<file path="src/rtl/control_sequencer.sv">
// Hardwired fetch/execute sequencer: walks T0..T6 and drives one-hot datapath
// strobes for the reg-reg ALU, mul/div, nop and halt instructions.
module control_sequencer #(
  parameter int CNT_W = 16
) (
  input  logic             clk,
  input  logic             clr,
  input  logic [31:0]      ir,
  input  logic             mem_rdy,
  input  logic             stop,
  output logic             PCout,
  output logic             MARin,
  output logic             IncPC,
  output logic             Zin,
  output logic             Zlowout,
  output logic             Zhighout,
  output logic             PCin,
  output logic             Read,
  output logic             MDRin,
  output logic             MDRout,
  output logic             IRin,
  output logic             Yin,
  output logic             HIin,
  output logic             LOin,
  output logic [3:0]       rsel,
  output logic             Rin,
  output logic             Rout,
  output logic [4:0]       alu_op,
  output logic             run,
  output logic [CNT_W-1:0] instr_count
);

  typedef enum logic [2:0] {S_T0, S_T1, S_T2, S_T3, S_T4, S_T5, S_T6, S_HALT} state_t;

  typedef struct packed {
    logic       pcout, marin, incpc, zin, zlowout, zhighout, read, mdrin;
    logic       mdrout, irin, yin, hiin, loin, rin, rout;
    logic [3:0] rsel;
    logic [4:0] alu_op;
  } ctl_t;

  localparam logic [4:0] OP_ADD  = 5'b00011;
  localparam logic [4:0] OP_ROL  = 5'b01010;
  localparam logic [4:0] OP_MUL  = 5'b01110;
  localparam logic [4:0] OP_DIV  = 5'b01111;
  localparam logic [4:0] OP_HALT = 5'b11001;

  state_t           r_state;
  ctl_t             r_ctl;
  logic             r_run;
  logic [CNT_W-1:0] r_cnt;
  logic [4:0]       r_op;
  logic [3:0]       r_ra, r_rb, r_rc;
  logic             r_stop_seen;

  state_t     w_ns;
  logic [4:0] w_op;
  logic [3:0] w_ra, w_rb, w_rc;
  logic       w_is_alu, w_is_md, w_retire;
  state_t     w_done;
  logic       w_unused;

  assign w_unused = ^ir[14:0];

  // Strobes for the state being entered; T3 decode sees the IR directly
  // because the fields are latched on that same edge.
  function automatic ctl_t decode_ctl(state_t s, logic [4:0] op, logic [3:0] ra,
                                      logic [3:0] rb, logic [3:0] rc);
    ctl_t c;
    logic md;
    c  = '0;
    md = (op == OP_MUL) || (op == OP_DIV);
    case (s)
      S_T0: begin c.pcout = 1'b1; c.marin = 1'b1; c.incpc = 1'b1; c.zin = 1'b1; end
      S_T1: begin c.zlowout = 1'b1; c.read = 1'b1; c.mdrin = 1'b1; end
      S_T2: begin c.mdrout = 1'b1; c.irin = 1'b1; end
      S_T3: begin c.rsel = md ? ra : rb; c.rout = 1'b1; c.yin = 1'b1; end
      S_T4: begin c.rsel = md ? rb : rc; c.rout = 1'b1; c.zin = 1'b1; c.alu_op = op; end
      S_T5: begin
        c.zlowout = 1'b1;
        if (md) c.loin = 1'b1;
        else begin c.rsel = ra; c.rin = 1'b1; end
      end
      S_T6: begin c.zhighout = 1'b1; c.hiin = 1'b1; end
      default: c = '0;
    endcase
    return c;
  endfunction

  always_comb begin
    w_op     = (r_state == S_T2) ? ir[31:27] : r_op;
    w_ra     = (r_state == S_T2) ? ir[26:23] : r_ra;
    w_rb     = (r_state == S_T2) ? ir[22:19] : r_rb;
    w_rc     = (r_state == S_T2) ? ir[18:15] : r_rc;
    w_is_alu = (w_op >= OP_ADD) && (w_op <= OP_ROL);
    w_is_md  = (w_op == OP_MUL) || (w_op == OP_DIV);
    w_done   = (r_stop_seen || stop) ? S_HALT : S_T0;
    w_retire = 1'b0;
    w_ns     = r_state;
    case (r_state)
      S_T0: w_ns = S_T1;
      S_T1: if (mem_rdy) w_ns = S_T2;
      S_T2: begin
        if (w_is_alu || w_is_md) w_ns = S_T3;
        else begin
          w_retire = 1'b1;
          w_ns     = (w_op == OP_HALT) ? S_HALT : w_done;
        end
      end
      S_T3: w_ns = S_T4;
      S_T4: w_ns = S_T5;
      S_T5: begin
        if (w_is_md) w_ns = S_T6;
        else begin w_retire = 1'b1; w_ns = w_done; end
      end
      S_T6: begin w_retire = 1'b1; w_ns = w_done; end
      default: w_ns = S_HALT;
    endcase
  end

  always_ff @(posedge clk or negedge clr) begin
    if (!clr) begin
      r_state     <= S_T0;
      r_ctl       <= '0;
      r_run       <= 1'b1;
      r_cnt       <= '0;
      r_op        <= '0;
      r_ra        <= '0;
      r_rb        <= '0;
      r_rc        <= '0;
      r_stop_seen <= 1'b0;
    end else begin
      r_state <= w_ns;
      r_ctl   <= decode_ctl(w_ns, w_op, w_ra, w_rb, w_rc);
      r_run   <= (w_ns != S_HALT);
      if (w_retire) r_cnt <= r_cnt + {{(CNT_W-1){1'b0}}, 1'b1};
      if (r_state == S_T2) begin
        r_op <= ir[31:27];
        r_ra <= ir[26:23];
        r_rb <= ir[22:19];
        r_rc <= ir[18:15];
      end
      if (w_ns == S_T0)  r_stop_seen <= 1'b0;
      else if (stop)     r_stop_seen <= 1'b1;
    end
  end

  // PCin is the one strobe qualified by mem_rdy in the same cycle: it marks
  // the T1 cycle whose memory data is actually valid.
  assign PCin        = (r_state == S_T1) && mem_rdy;
  assign PCout       = r_ctl.pcout;
  assign MARin       = r_ctl.marin;
  assign IncPC       = r_ctl.incpc;
  assign Zin         = r_ctl.zin;
  assign Zlowout     = r_ctl.zlowout;
  assign Zhighout    = r_ctl.zhighout;
  assign Read        = r_ctl.read;
  assign MDRin       = r_ctl.mdrin;
  assign MDRout      = r_ctl.mdrout;
  assign IRin        = r_ctl.irin;
  assign Yin         = r_ctl.yin;
  assign HIin        = r_ctl.hiin;
  assign LOin        = r_ctl.loin;
  assign Rin         = r_ctl.rin;
  assign Rout        = r_ctl.rout;
  assign rsel        = r_ctl.rsel;
  assign alu_op      = r_ctl.alu_op;
  assign run         = r_run;
  assign instr_count = r_cnt;

endmodule

</file>
<file path="config.mk">
export PLATFORM = sky130hd
export DESIGN_NAME = control_sequencer
export DESIGN_NICKNAME = d
export VERILOG_FILES = /design/src/rtl/control_sequencer.sv
export SDC_FILE = /design/constraint.sdc
export NUM_CORES = 1
export LEC_CHECK = 0
export ABC_AREA = 1
export CAP_MARGIN = 0
export CORE_MARGIN = 1
export CORE_UTILIZATION = 45
export CTS_CLUSTER_DIAMETER = 100
export DETAILED_ROUTE_END_ITERATION = 8
export PLACE_DENSITY = 0.76
export SYNTH_ARGS = -nofsm -noshare
export SYNTH_HDL_FRONTEND = slang
export SYNTH_SLANG_ARGS = --single-unit
export TNS_END_PERCENT = 1
</file>
<file path="constraint.sdc">
create_clock -name clk -period 2.48 [get_ports clk]
set_input_delay 0.62 -clock clk [delete_from_list [all_inputs] [get_ports clk]]
set_output_delay 0.62 -clock clk [all_outputs]
set_load 0.01 [all_outputs]
</file>
==> impl_metrics.ini, run 1 <==
[run_status]
outcome = complete, no violations

[power]
maximum_resistive_drop_on_vdd_mv = 0.567
powerDensity_nw_per_um2 = 1280
total_leakage_power_nw = 1.79

[sta]
finalSetupTns_ps = 0
fin_crit_ps = 2380
maxSlewViolCount = 0
setup_repair_after_global_routing_missed_its_margin = no
setup-violations-final = 0
max_slew_margin_pct = 59.4
final_min_period_over_clock_period_pct = 96.1
finClkSkew_ps = 14.1
actual_slew_at_the_worst_max_slew_pin_ps = 610
finalHoldViolations = 0
clock.fmax_mhz = 420

[detailed_routing]
drt_first_iter_violations = 152
drcViolationCount = 0
met3_wirelength_um = 320
wl_met1_um = 2680
ant_nets = 0
met2_wl_post_dr_um = 2900
vias_after_detailed_routing = 2377
average_wire_length_per_cell_after_detail_routing_um = 12.2
post_detailed_route_via_to_cell_ratio = 4.90
dr.pass1.iters = 4
wl_um = 5920
topRoutingLayerUsed = met4

[layout]
layout.nets = 442
finish.utilization_pct = 61.5
layout_common_cells = 104 x sky130_fd_sc_hd__nand2_1, 61 x sky130_fd_sc_hd__clkdlybuf4s50_1, 55 x sky130_fd_sc_hd__dfrtp_1
layout.cells.most_common = sky130_fd_sc_hd__nand2_1
drive_above_1_share_pct = 14.6
layout-area-overhead-vs-synth_pct = 30.5
insertedDiodeCount = 0

[synthesis]
syn_inst = 336
main_combinational_cell_family_by_area_after_synthesis = simple AND/OR/NAND/NOR gates
synth.avg_cell_area_sq_um = 8.36
top_area_cells_in_the_synthesized_netlist = sky130_fd_sc_hd__dfrtp_1 50%, sky130_fd_sc_hd__nand2_1 14%, sky130_fd_sc_hd__inv_1 5.3%, sky130_fd_sc_hd__nand3_1 4.5%, sky130_fd_sc_hd__xor2_1 3.7%
post_synth_num_cell_types = 26
synth_seq_area_share_pct = 50.8
yosys.area.top_type = sky130_fd_sc_hd__dfrtp_1
yosys.area.top_type_share_pct = 49.9
synth-xor-area-share_pct = 4.95
syn_area_sq_um = 2810
synth-seq-cells = 57
yosys.area_share.simple_pct = 27.4
synth-compound-area-share_pct = 7.31
adder_cell_share_of_the_synthesized_area_pct = 0.446
synthMuxAreaShare_pct = 0
synthesis.yosys.warnings = 0
synth_fp_nets = 373

[grt]
grt_first_pass_wirelength_um = 10000
number_of_global_route_vias_before_repair = 2301
grtUsageTotal_pct = 20.3
grt_remaining_overflow = 0
initial_antenna_violation_count = 0
grt_max_degree = 28

[placement]
place_congestion = 0.835
hpwl_um = 4350
port_buffers = 62

[die]
die_w_um = 81.0
start_util_pct = 47.1
placementRows = 28
top_ports = 78
fp.coreArea_sq_um = 5960
die-area_sq_um = 6560
fp.dieH_um = 81.0

[setup_path]
start_kind = input port
end_kind = output pin
required_ps = 1860
setup.worst_path.class = in -> out
cp_data_arrival_time_ps = 1760
cp-startpoint = mem_rdy
worstReg2RegStart = r_state[2]$_DFF_PN0_
critPathMaxFanout = 2

[cts]
clockBufferDepth = 2
cts_tree = done
ctsRootBufferMaster = sky130_fd_sc_hd__clkbuf_8
path_clk_slew_ps = 70
clock_sink_count = 57
clk-insertion-delay-late_ps = 330
cts_max_level = 3
cts_buffers = 9

[min_path]
hp-class = in -> async

[job]
drv.max_cap_violation_count = 0
-- kinds of logic (layout without fill, tap and decap cells) --
group / count (synthesis) / after routing
AO/OA/AOI/OAI: 32 / 32
XOR/XNOR: 15 / 15
adder cells (fa/ha/maj): 1 / 1
buffers and inverters: 56 / 130
flip-flops: 57 / 57
AND/OR/NAND/NOR: 175 / 175
-- timing repair --
| action | in CTS | in global routing |
|---|---|---|
| setup endpoints to repair | 0 | 1 |
| gates resized for setup | 0 | 2 |
| buffers inserted | 0 | 1 |
| hold buffers | 0 | 0 |
-- critical path, stage by stage --
cell	delay, ps
sky130_fd_sc_hd__clkdlybuf4s50_1	490
sky130_fd_sc_hd__nand2_1	80
sky130_fd_sc_hd__inv_1	60
sky130_fd_sc_hd__clkdlybuf4s50_1	520
-- power breakdown --
group | switching [mW] | internal (mW) | leakage [nW]
Sequential | 0.237 | 1.32 | 0.716
Combinational | 1.41 | 0.975 | 0.985
Clock | 0.344 | 0.413 | 0.0932
Total | 2.00 | 2.70 | 1.79
-- synthesized netlist by cell type --
| master | n |
|---|---|
| sky130_fd_sc_hd__nand4_1 | 1 |
| sky130_fd_sc_hd__nand3_4 | 1 |
| sky130_fd_sc_hd__nor2_4 | 2 |
| sky130_fd_sc_hd__dfstp_2 | 1 |
| sky130_fd_sc_hd__dfrtp_1 | 56 |
| sky130_fd_sc_hd__nand2_2 | 9 |
| sky130_fd_sc_hd__buf_4 | 6 |
| sky130_fd_sc_hd__ha_1 | 1 |
| sky130_fd_sc_hd__inv_1 | 40 |
| sky130_fd_sc_hd__nand3_1 | 25 |
| sky130_fd_sc_hd__or2_2 | 4 |
| sky130_fd_sc_hd__a21oi_2 | 1 |
| sky130_fd_sc_hd__nor3_1 | 7 |
| sky130_fd_sc_hd__xnor2_1 | 2 |
| sky130_fd_sc_hd__o21ai_2 | 11 |
| sky130_fd_sc_hd__o21ai_0 | 9 |
| sky130_fd_sc_hd__xor2_1 | 12 |
| sky130_fd_sc_hd__inv_2 | 5 |
| sky130_fd_sc_hd__xor2_2 | 1 |
| sky130_fd_sc_hd__nand2_4 | 1 |
| sky130_fd_sc_hd__clkbuf_1 | 2 |
| sky130_fd_sc_hd__o21ai_1 | 2 |
| sky130_fd_sc_hd__buf_6 | 3 |
| sky130_fd_sc_hd__nand2_1 | 104 |
| sky130_fd_sc_hd__nor2_1 | 21 |
| sky130_fd_sc_hd__a21oi_1 | 9 |
-- layout make-up --
class	count	area, sq um
tap	75	93.8
timing repair buffer	69	668
clock buffer	13	159
sequential	57	1430
fill	533	2290
clock inverter	3	15.0
inverter	45	169
multi-input combinational	223	1130
-- state kept, by name (all words and copies together) (netlist names), 3 cells and up --
signal,count
r_rc,4
alu_op,5
rsel,4
r_state,3
r_op,5
instr_count,16
r_ra,4
r_rb,4
-- final timing paths --
check / end / slack [ps] / cells past startpoint
setup / recovery: PCin / 100 / 4
min in group clk: r_stop_seen$_DFFE_PN0P_ / 490 / 2
max in group asynchronous: r_op[1]$_DFF_PN0_ / 1510 / 2
hold / removal: instr_count[10]$_DFFE_PN0P_ / 300 / 1
setup reg to reg: instr_count[3]$_DFFE_PN0P_ / 220 / 13
hold reg to reg: r_stop_seen$_DFFE_PN0P_ / 490 / 2
-- routing by layer --
| metal | up-vias | global-route usage, % |
|---|---|---|
| li1 | 1178 | - |
| met1 | 1104 | 25.3 |
| met2 | 93 | 32.7 |
| met3 | 2 | 4.72 |
| met4 | 0 | 10.7 |
| met5 | - | 0 |
-- stage by stage --
step                setup slack [ps]  hold WS [ps]  instance area, sq um  instances  power (mW)
global route                    8.59           333                  3660        485        5.11
detailed placement              24.3           469                  3480        468        3.92
CTS                             24.8           311                  3650        484        4.70
finish                          97.8           305                  3660        485        4.70
global placement                60.9           463                  3480        468        3.85
floorplan                        708           324                  2810        336        3.16
(Power assumes the default switching activity.)
==> run 2: changes to the inputs <==
- PLACE_DENSITY: 0.76 -> 0.85
==> run 2 against run 1 <==
Against the previous run: power is essentially flat; sequential cell count unchanged; clock skew fell by 8.7 ps; non-clock buffer count decreased by 2; final cell count fell by 0.41%; register-to-register slack improved by 100 ps; sequential power barely moved; core utilization shrank 0.25 points; highest routed layer unchanged.
==> impl_metrics.ini, run 2 (synthesized netlist as in run 1, its figures left out) <==
[run_status]
outcome = complete, no violations

[die]
top_ports = 78
placementRows = 28
die_w_um = 81.0
start_util_pct = 47.1
die-area_sq_um = 6560
fp.coreArea_sq_um = 5960
fp.dieH_um = 81.0

[sta]
finalSetupTns_ps = 0
setup-violations-final = 0
finalHoldViolations = 0
final_min_period_over_clock_period_pct = 96.4
max_slew_margin_pct = 52.5
clock.fmax_mhz = 418
finClkSkew_ps = 5.34
fin_crit_ps = 2390
worst_hold_slack_ps = 423
setup_slack_ps = 88.1
maxSlewViolCount = 0
setup_repair_after_global_routing_missed_its_margin = no
actual_slew_at_the_worst_max_slew_pin_ps = 712

[layout]
layout.cells.most_common = sky130_fd_sc_hd__nand2_1
final_design_area_no_fill_sq_um = 3650
layout.area.seq_sq_um = 1430
layout-area-overhead-vs-synth_pct = 29.9
multi_input_area_sq_um = 1130
fillerInstances = 532
layout.nets = 440
layout_common_cells = 104 x sky130_fd_sc_hd__nand2_1, 61 x sky130_fd_sc_hd__clkdlybuf4s50_1, 55 x sky130_fd_sc_hd__dfrtp_1
instances_no_fill = 483
drive_above_1_share_pct = 14.2
largest_register_ff_count = 16
insertedDiodeCount = 0

[grt]
number_of_global_route_vias_before_repair = 2285
initial_antenna_violation_count = 0
grt_first_pass_wirelength_um = 10400
grt_max_degree = 58
grt_remaining_overflow = 0
grtUsageTotal_pct = 21.5

[detailed_routing]
wl_um = 6060
dr.pass1.iters = 4
ant_nets = 0
post_detailed_route_via_to_cell_ratio = 4.84
drcViolationCount = 0
vias_after_detailed_routing = 2339
average_wire_length_per_cell_after_detail_routing_um = 12.5
drt_first_iter_violations = 176

[setup_path]
start_kind = flip-flop
rr_endpoint = rsel[2]$_DFF_PN0_
endpoint = PCin
r2r_setup_slack_ps = 320
cp_data_arrival_time_ps = 1770
end_kind = output pin
worstReg2RegStart = r_state[2]$_DFF_PN0_
cp-startpoint = r_state[1]$_DFF_PN0_
critPathMaxFanout = 7
setup.worst_path.class = reg -> out
rr_worst_depth = 12
required_ps = 1860

[power]
total_leakage_power_nw = 1.78
combinationalPowerShare_pct = 50.4
intPower_mw = 2.69
maximum_resistive_drop_on_vdd_mv = 0.554
swShare_pct = 42.7
clock_power_share_pct = 16.3
switching_power_mw = 2.00
power.sequential.fraction_pct = 33.4
powerDensity_nw_per_um2 = 1290

[cts]
post-cts-setup-buffers = 0
cts_max_level = 3
clockBufferDepth = 2
clk-insertion-delay-late_ps = 340
path_clk_slew_ps = 60
clock_sink_count = 57
cts_buffers = 9
cts_tree = done
ctsRootBufferMaster = sky130_fd_sc_hd__clkbuf_8

[placement]
preCtsSetupSlack_ps = 24.0
post-place-cells = 467
placed_cell_area_sq_um = 3470
port_buffers = 62
place_congestion = 0.894
hpwl_um = 4320

[job]
drv.max_cap_violation_count = 0

[min_path]
hp-class = in -> async
[run 2: changes by cell type in the layout (fill, tap and decap cells not counted)]
cell                    previous run  this run
sky130_fd_sc_hd__buf_4             7         5
[run 2: worst min-delay path by stage]
stage	end	cells past startpoint	start
after floorplan	HIin$_DFF_PN0_	0	clr
after global placement	r_rc[3]$_DFF_PN0_	2	r_rc[3]$_DFF_PN0_
after detailed placement	r_rc[3]$_DFF_PN0_	2	r_rc[3]$_DFF_PN0_
after CTS	IRin$_DFF_PN0_	2	clr
after global routing	IncPC$_DFF_PN0_	2	clr
final	IRin$_DFF_PN0_	2	clr
[run 2: cell type report]
type / instances / area share [%]
Tap cell: 75 / 2.57
Clock inverter: 3 / 0.412
Multi-Input combinational cell: 223 / 31.0
Inverter: 45 / 4.63
Clock buffer: 13 / 4.36
Sequential cell: 57 / 39.2
Timing Repair Buffer: 67 / 17.9
[run 2: power groups by stage]
| stage | registers (mW) | logic, mW | clock network, mW |
|---|---|---|---|
| after floorplan | 1.62 | 1.54 | 0 |
| after global placement | 1.56 | 2.28 | 0 |
| after detailed placement | 1.57 | 2.36 | 0 |
| after CTS | 1.56 | 2.37 | 0.785 |
| after global routing | 1.60 | 2.69 | 0.832 |
| final | 1.57 | 2.37 | 0.764 |
[run 2: routing by layer]
| metal | vias to the layer above | routed length [um] | share of wire, % | track usage, % |
|---|---|---|---|---|
| met5 | - | 0 | 0 | 0 |
| met4 | 0 | 220 | 3.6 | 13.4 |
| met3 | 20 | 303 | 5.0 | 4.72 |
| met2 | 83 | 2840 | 47 | 33.4 |
| met1 | 1056 | 2690 | 44 | 27.2 |
| li1 | 1180 | - | - | - |
[run 2: what timing repair did]
item | 4_1_cts | 5_1_grt
endpoints found under the setup margin | 1 | 1
gates resized for setup | 1 | 1
hold buffers | 0 | 0
[run 2: worst max-delay path, stage by stage (launching register included)]
cell and delay [ps]:
sky130_fd_sc_hd__dfrtp_1 490, sky130_fd_sc_hd__nor3_2 240, sky130_fd_sc_hd__nand2_1 110, sky130_fd_sc_hd__inv_1 60, sky130_fd_sc_hd__clkdlybuf4s50_1 530
[run 2: metrics by stage]
stage / utilization (%) / total power [mW]
3_5_place_dp: 58.2 / 3.93
4_1_cts: 61.2 / 4.72
6_report: 61.3 / 4.70
2_1_floorplan: - / 3.16
3_3_place_gp: 58.2 / 3.83
5_1_grt: 61.3 / 5.13
==> run 3: changes to the inputs <==
- ABC_CLOCK_PERIOD_IN_PS: unset -> 2480
==> results of run 3 <==
The final DEF is identical to that of run 2; final timing and power are the same.
